===== config.mk =====
export PLATFORM = sky130hd
export DESIGN_NAME = radio_rx_en_seq
export DESIGN_NICKNAME = d
export VERILOG_FILES = /design/src/rtl/radio_rx_en_seq.sv
export SDC_FILE = /design/constraint.sdc
export NUM_CORES = 1
export LEC_CHECK = 0
export ABC_AREA = 1
export CORE_MARGIN = 1.5
export CORE_UTILIZATION = 45
export DETAILED_ROUTE_END_ITERATION = 6
export PLACE_DENSITY_LB_ADDON = 0.15
export SYNTH_ARGS = -nofsm -noshare
export SYNTH_HDL_FRONTEND = slang
export SYNTH_SLANG_ARGS = --single-unit

===== constraint.sdc =====
create_clock -name ck -period 2 [get_ports ck]
set_input_delay 0.4 -clock ck [delete_from_list [all_inputs] [get_ports ck]]
set_output_delay 0.4 -clock ck [all_outputs]
set_load 0.02 [all_outputs]

===== src/rtl/radio_rx_en_seq.sv =====
// Multi-channel radio receive-enable sequencer: per-channel warm-up delay before
// enabling radioRxEn and a minimum on-time before releasing it, with an isolation clamp.
module radio_rx_en_seq #(
    parameter int NCH = 4,
    parameter int CW  = 8
) (
    input  logic              ck,
    input  logic              arst,
    input  logic              isolateM1M3,
    input  logic [NCH-1:0]    radioRxEnSynced,
    input  logic [CW-1:0]     warmDly,
    input  logic [CW-1:0]     minOn,
    output logic [NCH-1:0]    radioRxEn,
    output logic [NCH-1:0]    rxBusy,
    output logic [NCH-1:0]    reqDropped,
    output logic              anyRxEn,
    output logic [2*NCH-1:0]  dbgState
);

    typedef enum logic [1:0] {
        S_IDLE = 2'd0,
        S_WARM = 2'd1,
        S_ON   = 2'd2
    } state_t;

    state_t          r_state     [NCH];
    state_t          w_state_nxt [NCH];
    logic [CW-1:0]   r_cnt       [NCH];
    logic [CW-1:0]   w_cnt_nxt   [NCH];
    logic [NCH-1:0]  w_req;
    logic [NCH-1:0]  w_drop_nxt;
    logic [NCH-1:0]  r_rx_en;
    logic [NCH-1:0]  r_busy;
    logic [NCH-1:0]  r_drop;

    assign w_req = radioRxEnSynced & {NCH{~isolateM1M3}};

    always_comb begin
        for (int i = 0; i < NCH; i++) begin
            w_state_nxt[i] = r_state[i];
            w_cnt_nxt[i]   = r_cnt[i];
            w_drop_nxt[i]  = 1'b0;
            case (r_state[i])
                S_IDLE: begin
                    if (w_req[i]) begin
                        if (warmDly == '0) begin
                            w_state_nxt[i] = S_ON;
                            w_cnt_nxt[i]   = minOn;
                        end else begin
                            w_state_nxt[i] = S_WARM;
                            w_cnt_nxt[i]   = warmDly - CW'(1);
                        end
                    end
                end
                S_WARM: begin
                    // A lost request wins over a warm-up that would complete this cycle.
                    if (!w_req[i]) begin
                        w_state_nxt[i] = S_IDLE;
                        w_cnt_nxt[i]   = '0;
                        w_drop_nxt[i]  = 1'b1;
                    end else if (r_cnt[i] == '0) begin
                        w_state_nxt[i] = S_ON;
                        w_cnt_nxt[i]   = minOn;
                    end else begin
                        w_cnt_nxt[i]   = r_cnt[i] - CW'(1);
                    end
                end
                S_ON: begin
                    if (!w_req[i] && (r_cnt[i] <= CW'(1))) begin
                        w_state_nxt[i] = S_IDLE;
                        w_cnt_nxt[i]   = '0;
                    end else if (r_cnt[i] != '0) begin
                        w_cnt_nxt[i]   = r_cnt[i] - CW'(1);
                    end
                end
                default: begin
                    w_state_nxt[i] = S_IDLE;
                    w_cnt_nxt[i]   = '0;
                end
            endcase
        end
    end

    always_ff @(posedge ck) begin
        if (arst) begin
            for (int i = 0; i < NCH; i++) begin
                r_state[i] <= S_IDLE;
                r_cnt[i]   <= '0;
            end
            r_rx_en <= '0;
            r_busy  <= '0;
            r_drop  <= '0;
        end else begin
            for (int i = 0; i < NCH; i++) begin
                r_state[i] <= w_state_nxt[i];
                r_cnt[i]   <= w_cnt_nxt[i];
                r_rx_en[i] <= (w_state_nxt[i] == S_ON);
                r_busy[i]  <= (w_state_nxt[i] != S_IDLE);
            end
            r_drop <= w_drop_nxt;
        end
    end

    always_comb begin
        dbgState = '0;
        for (int i = 0; i < NCH; i++) begin
            dbgState[2*i +: 2] = r_state[i];
        end
    end

    assign radioRxEn  = r_rx_en;
    assign rxBusy     = r_busy;
    assign reqDropped = r_drop;
    assign anyRxEn    = |r_rx_en;

endmodule


==> results of run 1 <==
[critical path, stage by stage, from the launching register on]
cell	delay, ps
dfxtp_1	350
or4_1	490
dlygate4sd2_1	330
[area by class of cell]
cell class	count	area, um^2
multi-input cells	439	2280
clock buffers	6	82.6
clock inverters	2	10.0
well taps	102	128
repair buffers	92	835
flip-flops and latches	52	1040
inverters	61	231
fillers	772	3080
[routing by layer]
layer,up-vias,wire (um)
met5,-,0
met4,0,159
met3,17,526
met2,111,5220
met1,1813,4900
li1,1994,-
[through the flow]
step                setup WS, ps  instance area (um^2)
global route                43.7                  4610
floorplan                    380                  3560
global placement            -262                  4470
detailed placement          -250                  4470
CTS                         68.6                  4570
finish                       118                  4610
[worst paths after layout]
check	start	endpoint	slack [ps]	cells past startpoint
max	radioRxEn[0]	anyRxEn	120	2
min	r_cnt[1][1]	r_cnt[1][1]	470	2
max reg2reg	r_cnt[3][0]	r_cnt[3][1]	180	8
min reg2reg	r_cnt[1][1]	r_cnt[1][1]	470	2
[what timing repair did]
item / in CTS / in global routing
gates resized for setup: 1 / 16
pin swaps: 0 / 6
setup endpoints to repair: 1 / 40
gates cloned: 0 / 0
[cell families after synthesis]
group	share of synthesized area
AO/OA/AOI/OAI	0.145
XOR/XNOR	0.0517
adder cells (fa/ha/maj)	0.0387
buffers and inverters	0.0739
flip-flops	0.293
AND/OR/NAND/NOR	0.398
[cells in the mapped netlist]
cell type	n
inv_2	5
o21a_1	1
inv_1	56
nand3_2	2
xor2_1	13
o311ai_1	2
a31oi_2	1
or4_1	1
o21ai_1	3
nand2_2	6
buf_6	1
and2_1	1
a21oi_4	1
o22ai_4	1
nand2_1	170
ha_1	11
xnor2_1	8
o21ai_4	2
nand3b_1	3
nand3_1	63
nand4_1	5
o21ai_0	15
o21bai_1	4
or2_2	2
clkbuf_1	6
nor3_2	1
nor2_4	1
o21ai_2	4
nor2_2	8
nor2_1	55
o22ai_2	2
o31ai_1	2
or2_1	1
nor3_1	8
a31oi_1	4
dfxtp_1	52
a21oi_1	38
[state kept, by name, summed over array words and instances (netlist names)]
register	cells
rxBusy	4
reqDropped	4
r_cnt	32
radioRxEn	4
r_state	8
[where the power goes]
group / internal (W) / total, W / switching [W]
sequential: 0.00110 / 0.00116 / 0.0000626
combinational: 0.000367 / 0.000875 / 0.000508
clock: 0.000278 / 0.000650 / 0.000372
total: 0.00174 / 0.00268 / 0.000943
==> run_results.csv, run 1 <==
group,metric,value,unit
final_layout,syn2layout_area_growth,29.7,%
placed_design,dp.cells,746,
floorplanning,die_h,91.9,um
global_route,busiest_layer,"met2",
routing,wire_per_inst,14.3,um
sta,slew-limit-headroom,0.726,
placed_design,dp_hpwl,8.46,mm
global_route,grt.total_usage,0.262,
final_layout,antenna-diode-count,0,
sta,finalSetupViolations,0,
setup_path,crit_arrival,1480,ps
yosys,synth_cells,559,
sta,timing.hold.ws,466,ps
yosys,yosysTopAreaCell,"dfxtp_1",
yosys,synth_area_per_cell,6.36,um^2
cts,clockBufferDepth,2,
cts,cts.clk_slew.worst_paths,100,ps
cts,clkSinkCount,52,
setup_path,crit_fanout,2,
sta,max_freq,531,MHz
placed_design,place_congestion,0.980,
routing,remaining_drc_errors,0,
cts,htree_num_levels,2,
floorplanning,io_pins,44,
setup_path,crit_path_start_kind,"register",
global_route,grt_pass1_wl,17.6,mm
routing,ant_nets,0,
setup_path,critical_path_class,"register to output port",
run_status,status,"finished clean",
yosys,synth.area.top_cells,"dfxtp_1 (29%), nand2_1 (18%), nand3_1 (8.9%), inv_1 (5.9%), nor2_1 (5.8%)",
sta,tns,0,ps
pwr,peakVddDrop,0.000343,V
floorplanning,initial_utilization,0.463,
sta,final-hold-violation-count,0,
final_layout,layout.cells.non_filler,754,
sta,slew_viol_final,0,
cts,cts_tree,"done",
routing,first_pass_iters,6,
yosys,ys_seq_area_frac,0.293,
global_route,grt_use_met2,0.453,
setup_path,crit_required,1600,ps
global_route,grt_use_met3,0.0332,
cts,cts_root_buf,"clkbuf_8",
floorplanning,die_area,8450,um^2
cts,tritoncts.num_buffers,5,
routing,drt_wl_total,10.8,mm
yosys,yosys.area.top_type_share,0.293,
cts,clock_latency,310,ps
global_route,grt_max_degree,23,
routing,drtIter0Drc,296,
flow_run,maxCapViolations,0,
final_layout,post-route-util,0.600,
setup_path,endpoint_kind,"output port",
pwr,power_density,582,nW/um^2
routing,vias_per_cell,5.22,
placed_design,portBuffers,43,
final_layout,layout_common_cells,"nand2_1 (169), nand3_1 (63), nor2_1 (55)",
sta,rsz0062_at_grt,"no",
global_route,overflow,0,
floorplanning,rows,32,
global_route,grt_use_met1,0.337,
cts,cts_setup_buffers,0,
final_layout,final_common_cell,"nand2_1",
sta,finClkSkew,9.35,ps
pwr,total_power,0.00268,W
sta,tightest_slew,410,ps
hold_path,min-delay-path-class,"register to register",
global_route,grt_pass1_vias,3823,
final_layout,fin_nets,685,
yosys,ys_ff_latch,52,
yosys,syn-num-nets,593,
final_layout,drive_gt1_frac,0.152,
floorplanning,dieWidth,91.9,um
global_route,antenna_found_initial,0,
yosys,yosysWarnings,0,
routing,num_vias,3935,
sta,post-route-min-period,1880,ps
yosys,synth_cell_types,37,
cts,cts_hold_buf,0,
floorplanning,core,7690,um^2
sta,min_period_over_period,0.941,
pwr,p_leak,2.17,nW
yosys,synth_area,3560,um^2
No activity file was read; power rests on OpenSTA's default activity.
==> inputs of run 2 (changes only) <==
--- a/config.mk
+++ b/config.mk
@@ -6,8 +6,10 @@
 export NUM_CORES = 1
 export LEC_CHECK = 0
 export ABC_AREA = 1
+export CELL_PAD_IN_SITES_DETAIL_PLACEMENT = 1
+export CELL_PAD_IN_SITES_GLOBAL_PLACEMENT = 2
 export CORE_MARGIN = 1.5
-export CORE_UTILIZATION = 45
+export CORE_UTILIZATION = 30
 export DETAILED_ROUTE_END_ITERATION = 6
 export PLACE_DENSITY_LB_ADDON = 0.15
 export SYNTH_ARGS = -nofsm -noshare
==> run 2 against run 1 <==
Die area is 48% higher. Sequential power hardly changed. Critical path type unchanged. Sequential share of layout area is 1.1 points lower. Highest routed layer unchanged. Via count is 1.1% higher.
==> run_results.csv, run 2 (same netlist as run 1, synthesis figures left out) <==
group,metric,value,unit
cts,clkSinkCount,52,
routing,remaining_drc_errors,0,
cts,clockBufferDepth,2,
sta,rsz0062_at_grt,"no",
setup_path,reg2reg_from,"r_cnt[0][0]",
setup_path,cpPeakStageDelay,520,ps
setup_path,crit_path_start_kind,"register",
global_route,grt.total_usage,0.212,
setup_path,rrSetupSlack,160,ps
final_layout,largest_reg_flops,32,
setup_path,worst_path_dominant_cell_family,"simple AND/OR/NAND/NOR gates",
cts,cts.clk_slew.worst_paths,80,ps
placed_design,dp.cells,797,
global_route,overflow,0,
floorplanning,die_h,112,um
sta,tns,0,ps
final_layout,antenna-diode-count,0,
global_route,grt_pass1_wl,21.0,mm
sta,final-hold-violation-count,0,
sta,timing.hold.ws,468,ps
routing,drtIter0Drc,136,
sta,tightest_slew,344,ps
final_layout,fin_nets,696,
global_route,grt_max_degree,46,
sta,min_period_over_period,0.945,
global_route,antenna_found_initial,0,
cts,tritoncts.num_buffers,5,
setup_path,critPathLaunch,"radioRxEn[1]",
routing,ant_nets,0,
final_layout,post-route-util,0.423,
run_status,status,"finished clean",
setup_path,crit_fanout,2,
setup_path,critical_path_class,"register to output port",
floorplanning,dieWidth,112,um
floorplanning,initial_utilization,0.310,
final_layout,layout_common_cells,"nand2_1 (163), nand3_1 (61), buf_4 (57)",
pwr,peakVddDrop,0.000706,V
final_layout,reg_top3,"r_cnt (32), r_state (8)",
placed_design,portBuffers,43,
final_layout,syn2layout_area_growth,36.5,%
floorplanning,rows,39,
setup_path,crit_chain,"or4_1 > dlygate4sd2_1",
placed_design,dp_hpwl,10.3,mm
routing,vias_per_cell,4.93,
hold_path,min-delay-path-class,"register to register",
sta,post-route-min-period,1890,ps
cts,cts_root_buf,"clkbuf_16",
sta,slew_viol_final,0,
pwr,power_density,645,nW/um^2
final_layout,drive_gt1_frac,0.187,
final_layout,regMostFlops,"r_cnt",
pwr,p_leak,2.27,nW
sta,slew-limit-headroom,0.768,
cts,clock_latency,300,ps
global_route,grt_pass1_vias,4218,
setup_path,worst-path-buf-inv,1,
floorplanning,die_area,12500,um^2
routing,first_pass_iters,5,
cts,cts_tree,"done",
sta,finalSetupViolations,0,
hold_path,worst_hold_startpoint,"r_cnt[3][1]",
setup_path,crit_required,1600,ps
flow_run,maxCapViolations,0,
setup_path,endpoint_kind,"output port",
cts,cts_hold_buf,0,
floorplanning,io_pins,44,
routing,drt_wl_total,12.9,mm
sta,finClkSkew,7.07,ps
floorplanning,core,11500,um^2
setup_path,crit_arrival,1490,ps
routing,wire_per_inst,16.1,um
setup_path,crit_path_top_delay_cell,"or4_1",
final_layout,layout.cells.non_filler,806,
sta,max_freq,529,MHz
cts,htree_num_levels,2,
final_layout,final_common_cell,"nand2_1",
placed_design,place_congestion,0.890,
routing,num_vias,3977,
[run 2: changes by cell type in the layout (fill, tap and decap cells not counted), sizes merged]
cell,previous run,this run
bufinv,0,1
buf,49,60
clkbuf,6,5
inv,61,62
clkinv,2,1
[run 2: layout make-up]
cell class                      count  area [um^2]
Fill cell                        1526         6610
Multi-Input combinational cell    439         2310
Sequential cell                    52         1040
Timing Repair Buffer              103          917
Inverter                           61          231
Tap cell                          143          179
Clock buffer                        5          125
Clock inverter                      3         46.3
[run 2: stage by stage]
stage	worst slack (ps)	power [W]	instance area (um^2)
floorplan	380	0.00175	3560
global placement	-243	0.00209	4600
detailed placement	-289	0.00210	4600
CTS	12.2	0.00317	4770
global route	10.9	0.00332	4850
finish	110	0.00313	4850
[run 2: repair_timing]
item	in CTS	in global routing
gates resized for setup	1	28
endpoints found under the setup margin	1	41
pin swaps	0	5
setup buffers	0	1
[run 2: worst min-delay path: cells and delay by family, from the launching register on]
kind / cells / cell delay (ps)
flops: 1 / 320
simple gates: 1 / 60
compound gates: 1 / 50
[run 2: final timing paths]
kind,endpoint,cells past startpoint
max,anyRxEn,2
min,r_cnt[3][1],2
max reg2reg,r_cnt[0][6],8
min reg2reg,r_cnt[3][1],2
[run 2: metal layers]
metal  share of wire  up-vias  GRT usage
met2            0.52       50      0.395
li1                -     2013          -
met5               0        -          0
met1            0.43     1907      0.257
met4          0.0090        0     0.0414
met3           0.035        7     0.0348
[run 2: report_power, final]
group | internal, W | total (W) | switching [W]
combinational | 0.000386 | 0.000931 | 0.000545
sequential | 0.00110 | 0.00116 | 0.0000634
clock | 0.000599 | 0.00104 | 0.000442
total | 0.00208 | 0.00313 | 0.00105
==> inputs of run 3 (changes only) <==
--- a/config.mk
+++ b/config.mk
@@ -8,6 +8,7 @@
 export ABC_AREA = 1
 export CELL_PAD_IN_SITES_DETAIL_PLACEMENT = 1
 export CELL_PAD_IN_SITES_GLOBAL_PLACEMENT = 2
+export CORE_ASPECT_RATIO = 1.75
 export CORE_MARGIN = 1.5
 export CORE_UTILIZATION = 30
 export DETAILED_ROUTE_END_ITERATION = 6
==> constraint.sdc (replaced) <==
create_clock -name ck -period 2 [get_ports ck]
set_input_delay 0.5 -clock ck [delete_from_list [all_inputs] [get_ports ck]]
set_output_delay 0.5 -clock ck [all_outputs]
set_load 0.02 [all_outputs]
==> run 3 against run 2 <==
Core utilization grew 0.63 points. Design area grew 2.5%. First-iteration DRC count shrank 8.1%. Sequential share of layout area shrank 0.52 points. Clock power is essentially flat. The flow now finishes with violations (DRC). Non-clock buffer count grew 15.
==> run_results.csv, run 3 (same netlist as run 1, synthesis figures left out) <==
group,metric,value,unit
run_status,status,"complete, but fails checks",
run_status,violations,"DRC",
pwr,comb_power_share,0.307,
final_layout,drive_gt1_frac,0.205,
placed_design,dp_slack,-543,ps
setup_path,critPathLaunch,"warmDly[0]",
routing,drt_wl_total,13.6,mm
placed_design,place_congestion,0.865,
floorplanning,die_h,147,um
floorplanning,rows,52,
final_layout,layout_common_cells,"nand2_1 (162), buf_4 (72), nand3_1 (61)",
pwr,pwr-share-clk,0.322,
setup_path,crit_arrival,2130,ps
final_layout,stdcell_area,4980,um^2
final_layout,syn2layout_area_growth,39.9,%
floorplanning,die_area,12500,um^2
global_route,grt_pass1_vias,4405,
sta,slew-limit-headroom,0.762,
setup_path,crit_path_top_delay_cell,"dlygate4sd2_1",
setup_path,crit_fanout,4,
floorplanning,io_pins,44,
cts,clockBufferDepth,2,
cts,cts_root_buf,"clkbuf_16",
cts,cts_tree,"done",
setup_path,crit_required,2190,ps
global_route,antenna_found_initial,0,
cts,clock_latency,300,ps
hold_path,min-delay-path-class,"register to register",
global_route,overflow,0,
setup_path,endpoint_kind,"register",
floorplanning,initial_utilization,0.307,
sta,min_period_over_period,0.972,
routing,num_vias,4082,
cts,htree_num_levels,2,
pwr,switching_share,0.332,
cts,clkSinkCount,52,
pwr,switching_power,0.00104,W
final_layout,final_common_cell,"nand2_1",
final_layout,fill_cells,1500,
final_layout,multi_input_area,2340,um^2
global_route,grt_max_degree,41,
setup_path,critical_path_class,"input port to register",
final_layout,largest_reg_flops,32,
cts,tritoncts.num_buffers,5,
flow_run,maxCapViolations,0,
routing,remaining_drc_errors,6,
floorplanning,core,11600,um^2
final_layout,antenna-diode-count,0,
final_layout,regMostFlops,"r_cnt",
floorplanning,dieWidth,85.3,um
pwr,peakVddDrop,0.000410,V
placed_design,dp.cells,802,
routing,wire_per_inst,16.8,um
placed_design,dp_hpwl,11.1,mm
pwr,power_density,630,nW/um^2
sta,max_freq,515,MHz
final_layout,ff_latch_area,1040,um^2
setup_path,reg2reg_from,"r_cnt[3][1]",
setup_path,crit_chain,"dlygate4sd2_1 > inv_2 > ha_2 > nand2_2 > nor3_4 > buf_4 > nand3b_1 > buf_4 > nand3_1 > nand3_1 > nand2_1 > a21oi_1",
placed_design,portBuffers,43,
global_route,grt.total_usage,0.225,
pwr,seq_power_share,0.371,
final_layout,reg_top3,"r_cnt (32), r_state (8)",
setup_path,cpPeakStageDelay,270,ps
sta,timing.hold.ws,475,ps
sta,post-route-min-period,1940,ps
sta,finClkSkew,2.79,ps
pwr,p_int,0.00209,W
setup_path,crit_path_start_kind,"input port",
global_route,grt_pass1_wl,22.2,mm
cts,cts_hold_buf,0,
routing,first_pass_iters,6,
cts,cts.clk_slew.worst_paths,70,ps
final_layout,fin_nets,711,
routing,vias_per_cell,5.02,
placed_design,dpl-instance-area,4690,um^2
sta,finalSetupViolations,0,
routing,drtIter0Drc,125,
sta,tightest_slew,353,ps
hold_path,worst_hold_startpoint,"r_cnt[1][1]",
final_layout,layout.cells.non_filler,813,
sta,slew_viol_final,0,
sta,setup_ws,56.4,ps
routing,ant_nets,0,
pwr,p_leak,2.35,nW
sta,final-hold-violation-count,0,
## run 3: cell count changes in the layout (fill, tap and decap cells not counted), moves of 2 or more
cell / change
o21ai_1: +2
o21ai_2: -2
nand2_4: +3
inv_2: +2
buf_4: +15
inv_6: +2
inv_1: -2
nand2_2: -2
clkdlybuf4s50_1: -2
## run 3: stage by stage
step	util	setup TNS, ps	power, W
6_report	0.430	0	0.00313
5_1_grt	0.430	-507	0.00330
4_1_cts	0.422	0	0.00316
3_5_place_dp	0.405	-20590	0.00213
3_3_place_gp	0.405	-17710	0.00211
2_1_floorplan	-	0	0.00175
## run 3: power by group through the flow
stage | Combinational (W) | Sequential (W) | Clock [W]
after floorplan | 0.000560 | 0.00119 | 0
after global placement | 0.000929 | 0.00118 | 0
after detailed placement | 0.000947 | 0.00119 | 0
after CTS | 0.000958 | 0.00116 | 0.00104
after global routing | 0.00106 | 0.00117 | 0.00106
final | 0.000962 | 0.00116 | 0.00101
## run 3: what timing repair did
action | in CTS | in global routing
cloned | 0 | 0
setup endpoints to repair | 45 | 43
setup buffers | 1 | 2
gates resized for setup | 14 | 24
pin swaps | 4 | 6
## run 3: final timing paths
kind                            slack, ps           to  cells past startpoint
worst max-delay path                   60  r_cnt[2][1]                     12
worst min-delay path                  470  r_cnt[1][1]                      2
worst max register to register        130  r_cnt[3][1]                      9
worst min register to register        470  r_cnt[1][1]                      2
## run 3: layer usage
metal | vias to the layer above | wire [um] | global-route usage
met3 | 13 | 228 | 0.0202
met1 | 1973 | 5240 | 0.233
met2 | 46 | 7940 | 0.465
met5 | - | 0 | 0
li1 | 2050 | - | -
met4 | 0 | 229 | 0.0573
## run 3: final cells by class
cell class,count,share of cell area
Timing Repair Buffer,118,0.207
Inverter,61,0.0470
Clock inverter,2,0.00779
Clock buffer,6,0.0259
Tap cell,135,0.0339
Multi-Input combinational cell,439,0.469
Sequential cell,52,0.209
## run 3: worst max-delay path, delay by kind of cell
| family | cells | cell delay, ps |
|---|---|---|
| AO/OA/AOI/OAI | 1 | 70 |
| adder cells (fa/ha/maj) | 1 | 170 |
| buffers and inverters | 4 | 690 |
| AND/OR/NAND/NOR | 6 | 680 |
